===== config.mk =====
export PLATFORM = sky130hd
export DESIGN_NAME = rtc_calendar_core
export DESIGN_NICKNAME = d
export VERILOG_FILES = /design/src/rtl/rtc_calendar_core.sv
export SDC_FILE = /design/constraint.sdc
export NUM_CORES = 1
export LEC_CHECK = 0
export CAP_MARGIN = 20
export CORE_ASPECT_RATIO = 2
export CORE_MARGIN = 4
export CORE_UTILIZATION = 50
export DETAILED_ROUTE_END_ITERATION = 8
export MAX_ROUTING_LAYER = met4
export PLACE_DENSITY = 0.7
export SYNTH_ARGS = -nofsm -noshare
export SYNTH_HDL_FRONTEND = slang
export SYNTH_SLANG_ARGS = --single-unit

===== constraint.sdc =====
create_clock -name clk -period 5.7 [get_ports clk]
set_input_delay 0.855 -clock clk [delete_from_list [all_inputs] [get_ports clk]]
set_output_delay 0.855 -clock clk [all_outputs]
set_load 0.02 [all_outputs]

===== src/rtl/rtc_calendar_core.sv =====
// rtc_calendar_core: BCD real-time clock/calendar with 1 Hz prescaler,
// sec..year counting chain (Gregorian months, leap years) and a
// push-button edit state machine.
// Optional feature macro: RTC_DEBOUNCE_EN (counter debouncer per button).
// Ports:
//   clk, rst_n         system clock, async active-low reset
//   butt_increase      raw button, increments the selected field
//   butt_decrease      raw button, decrements the selected field
//   butt_change        raw button, steps RUN->HOUR->MIN->SEC->DAY->MONTH->YEAR
//   time_bcd[23:0]     {hour, min, sec} packed BCD
//   date_bcd[31:0]     {day, month, year} packed BCD
//   edit_field[2:0]    0=RUN 1=HOUR 2=MIN 3=SEC 4=DAY 5=MONTH 6=YEAR
//   tick_1s            one-cycle pulse per second while in RUN
`timescale 1ns/1ps
module rtc_calendar_core #(
  parameter int unsigned TICK_DIV        = 50_000_000,
  parameter int unsigned DEBOUNCE_CYCLES = 1_000_000,
  parameter logic [15:0] RESET_YEAR      = 16'h2024
) (
  input  logic        clk,
  input  logic        rst_n,
  input  logic        butt_increase,
  input  logic        butt_decrease,
  input  logic        butt_change,
  output logic [23:0] time_bcd,
  output logic [31:0] date_bcd,
  output logic [2:0]  edit_field,
  output logic        tick_1s
);

  localparam int unsigned PW = $clog2(TICK_DIV);
  localparam logic [PW-1:0] PMAX = PW'(TICK_DIV - 1);

  localparam logic [2:0] S_RUN   = 3'd0;
  localparam logic [2:0] S_HOUR  = 3'd1;
  localparam logic [2:0] S_MIN   = 3'd2;
  localparam logic [2:0] S_SEC   = 3'd3;
  localparam logic [2:0] S_DAY   = 3'd4;
  localparam logic [2:0] S_MONTH = 3'd5;
  localparam logic [2:0] S_YEAR  = 3'd6;

  // BCD two-digit increment, wrapping hi -> lo
  function automatic logic [7:0] bcd2_inc(input logic [7:0] v, input logic [7:0] lo,
                                          input logic [7:0] hi);
    if (v >= hi)             return lo;
    else if (v[3:0] == 4'd9) return {v[7:4] + 4'd1, 4'd0};
    else                     return {v[7:4], v[3:0] + 4'd1};
  endfunction

  // BCD two-digit decrement, wrapping lo -> hi
  function automatic logic [7:0] bcd2_dec(input logic [7:0] v, input logic [7:0] lo,
                                          input logic [7:0] hi);
    if (v <= lo)             return hi;
    else if (v[3:0] == 4'd0) return {v[7:4] - 4'd1, 4'd9};
    else                     return {v[7:4], v[3:0] - 4'd1};
  endfunction

  // Four-digit BCD increment; 9999 rolls naturally to 0000
  function automatic logic [15:0] bcd4_inc(input logic [15:0] v);
    logic [15:0] r;
    logic        c;
    r = v;
    c = 1'b1;
    for (int i = 0; i < 4; i++) begin
      if (c) begin
        if (r[4*i +: 4] == 4'd9) r[4*i +: 4] = 4'd0;
        else begin
          r[4*i +: 4] = r[4*i +: 4] + 4'd1;
          c = 1'b0;
        end
      end
    end
    return r;
  endfunction

  // Four-digit BCD decrement; 0000 rolls naturally to 9999
  function automatic logic [15:0] bcd4_dec(input logic [15:0] v);
    logic [15:0] r;
    logic        b;
    r = v;
    b = 1'b1;
    for (int i = 0; i < 4; i++) begin
      if (b) begin
        if (r[4*i +: 4] == 4'd0) r[4*i +: 4] = 4'd9;
        else begin
          r[4*i +: 4] = r[4*i +: 4] - 4'd1;
          b = 1'b0;
        end
      end
    end
    return r;
  endfunction

  // 10t+u is divisible by 4 iff 2t+u is: even tens need u in {0,4,8}, odd tens u in {2,6}
  function automatic logic bcd_div4(input logic [7:0] v);
    if (v[4]) return (v[3:0] == 4'd2) || (v[3:0] == 4'd6);
    else      return (v[3:0] == 4'd0) || (v[3:0] == 4'd4) || (v[3:0] == 4'd8);
  endfunction

  function automatic logic is_leap(input logic [15:0] y);
    if (y[7:0] != 8'h00) return bcd_div4(y[7:0]);
    else                 return bcd_div4(y[15:8]);
  endfunction

  function automatic logic [7:0] month_len(input logic [7:0] m, input logic leap);
    case (m)
      8'h02:                      return leap ? 8'h29 : 8'h28;
      8'h04, 8'h06, 8'h09, 8'h11: return 8'h30;
      default:                    return 8'h31;
    endcase
  endfunction

  logic [2:0]    r_sync1, r_sync2, r_prev;
  logic [2:0]    w_lvl, w_pulse;
  logic          w_chg, w_inc, w_dec;
  logic [2:0]    r_state, w_state_nxt;
  logic [PW-1:0] r_presc, w_presc_nxt;
  logic          r_tick;
  logic [7:0]    r_hour, r_min, r_sec, r_day, r_mon;
  logic [15:0]   r_year;
  logic [7:0]    w_hour_nxt, w_min_nxt, w_sec_nxt, w_day_nxt, w_mon_nxt;
  logic [15:0]   w_year_nxt;
  logic [7:0]    w_mlen, w_mlen_nxt;

  // Button synchroniser and rising-edge detector; bit order {change, decrease, increase}
  always_ff @(posedge clk or negedge rst_n) begin
    if (!rst_n) begin
      r_sync1 <= '0;
      r_sync2 <= '0;
      r_prev  <= '0;
    end else begin
      r_sync1 <= {butt_change, butt_decrease, butt_increase};
      r_sync2 <= r_sync1;
      r_prev  <= w_lvl;
    end
  end

`ifdef RTC_DEBOUNCE_EN
  localparam int unsigned DBW = $clog2(DEBOUNCE_CYCLES + 1);
  logic [DBW-1:0] r_db_cnt [3];
  logic [2:0]     r_db_lvl;

  // Level flips only after DEBOUNCE_CYCLES consecutive samples disagreeing with it
  always_ff @(posedge clk or negedge rst_n) begin
    if (!rst_n) begin
      r_db_lvl <= '0;
      for (int i = 0; i < 3; i++) r_db_cnt[i] <= '0;
    end else begin
      for (int i = 0; i < 3; i++) begin
        if (r_sync2[i] == r_db_lvl[i]) begin
          r_db_cnt[i] <= '0;
        end else if (r_db_cnt[i] == DBW'(DEBOUNCE_CYCLES - 1)) begin
          r_db_lvl[i] <= r_sync2[i];
          r_db_cnt[i] <= '0;
        end else begin
          r_db_cnt[i] <= r_db_cnt[i] + DBW'(1);
        end
      end
    end
  end

  assign w_lvl = r_db_lvl;
`else
  assign w_lvl = r_sync2;
  if (DEBOUNCE_CYCLES == 0) begin : g_no_debounce
  end
`endif

  assign w_pulse = w_lvl & ~r_prev;
  // change wins; increase and decrease together cancel
  assign w_chg   = w_pulse[2];
  assign w_inc   = w_pulse[0] & ~w_pulse[1] & ~w_chg;
  assign w_dec   = w_pulse[1] & ~w_pulse[0] & ~w_chg;
  assign w_mlen  = month_len(r_mon, is_leap(r_year));

  // Next-state: edit FSM, prescaler, counting chain and field edits
  always_comb begin
    w_state_nxt = r_state;
    w_presc_nxt = '0;
    w_hour_nxt  = r_hour;
    w_min_nxt   = r_min;
    w_sec_nxt   = r_sec;
    w_day_nxt   = r_day;
    w_mon_nxt   = r_mon;
    w_year_nxt  = r_year;
    w_mlen_nxt  = 8'h31;

    if (w_chg) w_state_nxt = (r_state == S_YEAR) ? S_RUN : r_state + 3'd1;

    // Prescaler runs only while staying in RUN, so re-entry restarts it at 0
    if (r_state == S_RUN && w_state_nxt == S_RUN)
      w_presc_nxt = (r_presc == PMAX) ? '0 : r_presc + PW'(1);

    if (r_tick) begin
      w_sec_nxt = bcd2_inc(r_sec, 8'h00, 8'h59);
      if (r_sec == 8'h59) begin
        w_min_nxt = bcd2_inc(r_min, 8'h00, 8'h59);
        if (r_min == 8'h59) begin
          w_hour_nxt = bcd2_inc(r_hour, 8'h00, 8'h23);
          if (r_hour == 8'h23) begin
            w_day_nxt = bcd2_inc(r_day, 8'h01, w_mlen);
            if (r_day >= w_mlen) begin
              w_mon_nxt = bcd2_inc(r_mon, 8'h01, 8'h12);
              if (r_mon == 8'h12) w_year_nxt = bcd4_inc(r_year);
            end
          end
        end
      end
    end else if (w_inc || w_dec) begin
      case (r_state)
        S_HOUR:  w_hour_nxt = w_inc ? bcd2_inc(r_hour, 8'h00, 8'h23) : bcd2_dec(r_hour, 8'h00, 8'h23);
        S_MIN:   w_min_nxt  = w_inc ? bcd2_inc(r_min, 8'h00, 8'h59)  : bcd2_dec(r_min, 8'h00, 8'h59);
        S_SEC:   w_sec_nxt  = w_inc ? bcd2_inc(r_sec, 8'h00, 8'h59)  : bcd2_dec(r_sec, 8'h00, 8'h59);
        S_DAY:   w_day_nxt  = w_inc ? bcd2_inc(r_day, 8'h01, w_mlen) : bcd2_dec(r_day, 8'h01, w_mlen);
        S_MONTH: w_mon_nxt  = w_inc ? bcd2_inc(r_mon, 8'h01, 8'h12)  : bcd2_dec(r_mon, 8'h01, 8'h12);
        S_YEAR:  w_year_nxt = w_inc ? bcd4_inc(r_year) : bcd4_dec(r_year);
        default: ;
      endcase
    end

    // Keep the day legal for whatever month/year is about to be stored
    w_mlen_nxt = month_len(w_mon_nxt, is_leap(w_year_nxt));
    if (w_day_nxt > w_mlen_nxt) w_day_nxt = w_mlen_nxt;
  end

  // State and counting registers
  always_ff @(posedge clk or negedge rst_n) begin
    if (!rst_n) begin
      r_state <= S_RUN;
      r_presc <= '0;
      r_tick  <= 1'b0;
      r_hour  <= 8'h00;
      r_min   <= 8'h00;
      r_sec   <= 8'h00;
      r_day   <= 8'h01;
      r_mon   <= 8'h01;
      r_year  <= RESET_YEAR;
    end else begin
      r_state <= w_state_nxt;
      r_presc <= w_presc_nxt;
      r_tick  <= (w_presc_nxt == PMAX);
      r_hour  <= w_hour_nxt;
      r_min   <= w_min_nxt;
      r_sec   <= w_sec_nxt;
      r_day   <= w_day_nxt;
      r_mon   <= w_mon_nxt;
      r_year  <= w_year_nxt;
    end
  end

  assign time_bcd   = {r_hour, r_min, r_sec};
  assign date_bcd   = {r_day, r_mon, r_year};
  assign edit_field = r_state;
  assign tick_1s    = r_tick;

endmodule


==> results of run 1 <==
cell type report:
| type | count | area, sq um | share of cell area, % |
|---|---|---|---|
| timing repair buffer | 105 | 950 | 10.3 |
| sequential | 95 | 2380 | 25.8 |
| multi-input combinational | 816 | 5230 | 56.7 |
| clock inverter | 7 | 65.1 | 0.704 |
| clock buffer | 9 | 225 | 2.44 |
| inverter | 35 | 131 | 1.42 |
| tap | 198 | 248 | 2.68 |
critical path: stages, from the launching register on:
cell and delay, ps:
dfrtp_2 450, inv_1 130, ha_1 220, or3b_4 430, nor3_2 180, a211oi_2 70, ha_1 340, nor4_4 50
a21o_2 300, a2111oi_1 520, xnor2_1 180, a32oi_1 120, a211o_1 300, or4_1 410, o311ai_2 320, nand2_1 100
ha_1 300, nand3_1 70, nand2_1 60, a311oi_1 80, buf_4 170, or2_2 310, o21a_1 180
path summary, 6_finish.rpt:
check,start,to,slack (ps),cells past startpoint
min in group asynchronous,rst_n,r_presc[2],370,1
worst min-delay path,r_sync1[0],r_sync2[0],360,0
worst min register to register,r_sync1[0],r_sync2[0],360,0
worst max-delay path,r_mon[4],r_day[4],290,22
worst max register to register,r_mon[4],r_day[4],290,22
max in group asynchronous,rst_n,r_hour[4],4040,2
stage by stage:
| stage | cell area (sq um) | worst slack [ps] | total power (uW) |
|---|---|---|---|
| final | 9240 | 285 | 3800 |
| after global routing | 9240 | -24.7 | 4070 |
| after CTS | 9170 | 23.4 | 3750 |
| after detailed placement | 8880 | 6.84 | 3130 |
| after global placement | 8880 | 144 | 3110 |
| after floorplan | 7920 | 326 | 2350 |
registers in the layout, indices dropped and copies added, names as in the netlist:
name and count:
r_sec 8, r_min 8, r_sync2 3, r_day 8
r_presc 26, r_sync1 3, r_prev 3, edit_field 3
r_mon 8, tick_1s 1, r_hour 8, r_year 16
cells by family (layout without fill, tap and decap cells):
logic type | Yosys count | after routing
other | 1 | 2
AO/OA/AOI/OAI | 278 | 278
XOR/XNOR | 42 | 42
adder cells (fa/ha/maj) | 32 | 32
multiplexers | 15 | 15
buffers and inverters | 92 | 156
flip-flops | 95 | 95
AND/OR/NAND/NOR | 447 | 447
routing by layer:
layer	up-vias	track usage (%)
li1	3807	-
met1	3864	29.2
met2	282	50.7
met3	89	3.15
met4	0	15.3
met5	-	-
timing repair:
| item | 4_1_cts | 5_1_grt |
|---|---|---|
| endpoints found under the setup margin | 1 | 5 |
| resized for setup | 1 | 17 |
| hold endpoints to repair | 0 | 0 |
| setup buffers | 0 | 0 |
| pin swaps | 0 | 2 |
power groups by stage:
stage | clock network (uW) | registers (uW) | logic (uW)
finish | 610 | 1090 | 2110
global route | 650 | 1120 | 2300
CTS | 620 | 1080 | 2060
detailed placement | 0 | 1090 | 2040
global placement | 0 | 1080 | 2030
floorplan | 0 | 1170 | 1170
cell usage in the layout (no fill, tap or decap), types with 9 or more instances in the layout:
master	n
nor2_1	112
nand2_1	103
dfrtp_1	89
o21ai_0	68
clkdlybuf4s50_1	63
a21oi_1	51
nand3_1	45
buf_4	41
inv_1	35
nor3_1	34
ha_1	32
xnor2_1	26
a31oi_1	19
or3_1	18
nor2b_1	15
xor2_1	15
nand2b_1	13
mux2i_1	13
and2_1	13
nor4_1	13
o31ai_1	13
and3_1	12
o211ai_1	10
nand4_1	10
a211oi_1	9
a22oi_1	9
clkbuf_16	9
==> flow_metrics.tcl, run 1 <==
set metrics [dict create \
    drc 0 \
    start_util_pct 51.2 \
    cts.sinks 95 \
    area_delta_synth_final_pct 16.7 \
    fill_cells 1427 \
    crit_required_ps 5950 \
    ys_ff_latch 95 \
    ys_async_sr_fraction_pct 100 \
    grt_pass1_wl_um 39700 \
    crit_type "reg -> reg" \
    coreArea_sq_um 15500 \
    arrival_ps 5660 \
    yosysUniqueCellTypes 95 \
    drive_above_1_share_pct 9.18 \
    grt_pass1_vias 7846 \
    leakage_uw 0.00356 \
    holdCritPathClass "reg -> reg" \
    ys_seq_area_share_pct 30.1 \
    cts_made_buffers 9 \
    fp.dieArea_sq_um 18000 \
    crit_fanout 9 \
    synthSimpleGateAreaFrac_pct 29.5 \
    syn_area_sq_um 7910 \
    yosys.area_share.adder_pct 5.06 \
    diodes 0 \
    combPwrFrac_pct 55.4 \
    clock_latency_ps 360 \
    fin_crit_sh_pct 95.0 \
    rows 64 \
    internal-power_uw 2020 \
    wl_um 24600 \
    powerDensity_nw_per_um2 412 \
    ir_worst_vdd_mv 0.289 \
    track_usage_pct 27.9 \
    fin_skew_ps 11.6 \
    status "finished clean" \
    grt_max_degree 74 \
    final-hold-violation-count 0 \
    synth_enable_flop_cells 0 \
    synthTopCellsByArea "dfrtp_1, nor2_1, ha_1" \
    wl_met2_um 13200 \
    grt-ovfl-total 0 \
    tns_ps 0 \
    clockBufferDepth 2 \
    drtAntennaViolNets 0 \
    cts_hold_buf 0 \
    place_inst 1249 \
    synth.avg_cell_area_sq_um 7.90 \
    relSlewSlack_pct 34.3 \
    synthMuxAreaShare_pct 1.93 \
    cts.reportedPaths.clkPinSlew_ps 80 \
    cts-root-buf "clkbuf_16" \
    setup_viol 0 \
    syn_inst 1002 \
    met1_length_um 9150 \
    fin_cells 1265 \
    drt_iter0_markers 506 \
    cp-end-kind "flip-flop" \
    wl_per_cell_um 19.4 \
    p_sw_uw 1790 \
    met3_wirelength_um 1020 \
    die_w_um 96.9 \
    synth_compound_area_share_pct 23.7 \
    yosys_warnings 0 \
    crit_path_start_kind "flip-flop" \
    seqPwrFrac_pct 28.6 \
    die_h_um 186 \
    synth_top_family_by_area "simple AND/OR/NAND/NOR gates" \
    drv_slew 0 \
    p_sw_share_pct 47.0 \
    yosys.area.top_type "dfrtp_1" \
    hold_slack_ps 356 \
    place_congestion 0.994 \
    place_hpwl_um 18200 \
    viasPerCell 6.36 \
    synth_xor_area_share_pct 4.89 \
    worst_slew_pin_slew_ps 986 \
    max_freq_mhz 185 \
    vias 8042 \
    cts_max_level 3 \
    antenna_found_initial 0 \
    cts_tree "yes" \
    dr.pass1.iters 6 \
    synth.top_cell.area_share_pct 28.5 \
    clock_power_share_pct 16.1 \
    yosys-top-cells-count "nor2_1, nand2_1, dfrtp_1" \
    cap_viol_max_count 0 \
    min_period_ps 5410 \
    top_layer_used "met4" \
    yosysMostFrequentCell "nor2_1" \
    io_pins 65 \
    port_buffers 64 \
    ys.flop_type "dfrtp_1" \
    fin_util_pct 59.8 \
    num-nets-final 1099 \
]
No activity file was read; power rests on OpenSTA's default activity.
==> run 2: changes to the inputs <==
==> constraint.sdc (replaced) <==
create_clock -name clk -period 6.34 [get_ports clk]
set_input_delay 0.951 -clock clk [delete_from_list [all_inputs] [get_ports clk]]
set_output_delay 0.951 -clock clk [all_outputs]
set_load 0.02 [all_outputs]
==> run 2 against run 1 <==
Net effect:
- worst hold slack got worse by 3.8 ps
- final area shrank 1.2%
- count of clock-buffer cells in the layout unchanged
- highest routed layer unchanged
- critical endpoint is now r_day[3]
- clock power increased by 8.5%
- largest power group unchanged
- die area is the same
- critical path depth fell by 1
==> flow_metrics.tcl, run 2 (same netlist as run 1, synthesis figures left out) <==
set metrics [dict create \
    cts_made_buffers 9 \
    total_power_uw 3460 \
    fin_cells 1251 \
    diodes 0 \
    coreArea_sq_um 15500 \
    rsz0062_at_grt "false" \
    viasPerCell 6.42 \
    ir_worst_vdd_mv 0.313 \
    setup.worst_path.end "r_day[3]" \
    holdCritPathClass "reg -> reg" \
    fin_util_pct 59.1 \
    cts_tree "yes" \
    grt_pass1_wl_um 40500 \
    crit_start "r_year[9]" \
    status "finished clean" \
    vias 8033 \
    top_register "r_presc" \
    worst_slew_pin_slew_ps 878 \
    wl_um 25000 \
    grt_max_degree 56 \
    layout_commonest_cell "nor2_1" \
    cts.sinks 95 \
    num-nets-final 1085 \
    fin_crit_sh_pct 93.2 \
    cp-end-kind "flip-flop" \
    place_inst 1235 \
    rows 64 \
    area_delta_synth_final_pct 15.4 \
    wl_per_cell_um 20.0 \
    crit_path_start_kind "flip-flop" \
    design_area_sq_um 9130 \
    min_from "r_sync1[0]" \
    fin_skew_ps 12.1 \
    max_freq_mhz 169 \
    antenna_found_initial 0 \
    clockBufferDepth 2 \
    clock_latency_ps 370 \
    cts-root-buf "clkbuf_16" \
    drive_above_1_share_pct 7.03 \
    cts.reportedPaths.clkPinSlew_ps 70 \
    die_w_um 96.9 \
    crit_type "reg -> reg" \
    final-hold-violation-count 0 \
    grt_pass1_vias 7813 \
    setup_viol 0 \
    grt-ovfl-total 0 \
    tns_ps 0 \
    fp.dieArea_sq_um 18000 \
    crit_fanout 16 \
    relSlewSlack_pct 40.7 \
    crit_required_ps 6650 \
    placedInstanceArea_sq_um 8770 \
    dr.pass1.iters 5 \
    powerDensity_nw_per_um2 379 \
    drtAntennaViolNets 0 \
    drv_slew 0 \
    place_hpwl_um 18400 \
    top_regs "r_presc (26), r_year (16)" \
    leakage_uw 0.00352 \
    start_util_pct 51.2 \
    cap_viol_max_count 0 \
    rr_worst_depth 21 \
    cts_max_level 3 \
    post_cts_buffers 0 \
    port_buffers 64 \
    die_h_um 186 \
    timing.rr.end "r_day[3]" \
    arrival_ps 6220 \
    place_congestion 0.991 \
    min_period_ps 5910 \
    drt_iter0_markers 437 \
    io_pins 65 \
    track_usage_pct 28.5 \
    reg2reg_slack_ps 430 \
    reg2reg_from "r_year[9]" \
    final_cell_mix "nor2_1, nand2_1, dfrtp_1" \
    drc 0 \
    largest_reg_flops 26 \
]
[run 2: cell types whose count changed in the layout (fill, tap and decap cells not counted), sizes merged]
| cell | previous run | this run |
|---|---|---|
| buf | 42 | 28 |
| bufinv | 0 | 3 |
| clkinv | 3 | 0 |
[run 2: power by group]
| part | total [uW] | internal [uW] | switching [uW] |
|---|---|---|---|
| registers | 1020 | 739 | 281 |
| logic | 1780 | 743 | 1030 |
| clock network | 662 | 392 | 271 |
[run 2: worst max-delay path: stages (launching register included)]
cell and delay (ps):
dfrtp_1 550, a211o_1 300, a21oi_1 190, o221ai_1 220, a211oi_1 390, ha_1 310
nor4_2 360, a21oi_2 180, o2111ai_2 270, buf_4 220, nor4_1 60, a211o_1 320
or3_1 370, or4_1 470, o311ai_1 370, nand2_1 110, ha_1 300, nand3_1 70
nand2_1 60, a311oi_2 350, o211ai_1 150, a21bo_2 230
[run 2: cell type report]
type                       count  area (sq um)
clock buffer                   9           225
clock inverter                 7           126
fill                        1429          6320
inverter                      35           131
multi-input combinational    816          5170
sequential                    95          2380
tap                          198           248
timing repair buffer          91           841
[run 2: what timing repair did]
action,in CTS,in global routing
setup endpoints to repair,0,5
hold buffers,0,0
gates resized for setup,0,1
[run 2: routing by layer]
metal  vias up  track usage, %  share of wire (%)
li1       3796               -                  -
met1      3868            29.5                 36
met3        80            2.81                4.4
met4         0            15.7                5.1
met2       289            52.5                 54
met5         -               -                  0
[run 2: how the worst min path moves through the flow]
| stage | to | slack (ps) | depth (start not counted) |
|---|---|---|---|
| 2_1_floorplan | r_sync2[0] | 330 | 0 |
| 3_3_place_gp | r_sync2[2] | 330 | 0 |
| 3_5_place_dp | r_sync2[1] | 340 | 0 |
| 4_1_cts | r_sync2[1] | 350 | 0 |
| 5_1_grt | r_sync2[0] | 360 | 0 |
| 6_report | r_sync2[0] | 350 | 0 |
[run 2: per-stage QoR]
| step | hold WS [ps] | setup WS, ps |
|---|---|---|
| 3_3_place_gp | 333 | 568 |
| 5_1_grt | 362 | 22.8 |
| 3_5_place_dp | 336 | 416 |
| 4_1_cts | 353 | 369 |
| 6_report | 353 | 428 |
| 2_1_floorplan | 331 | 966 |
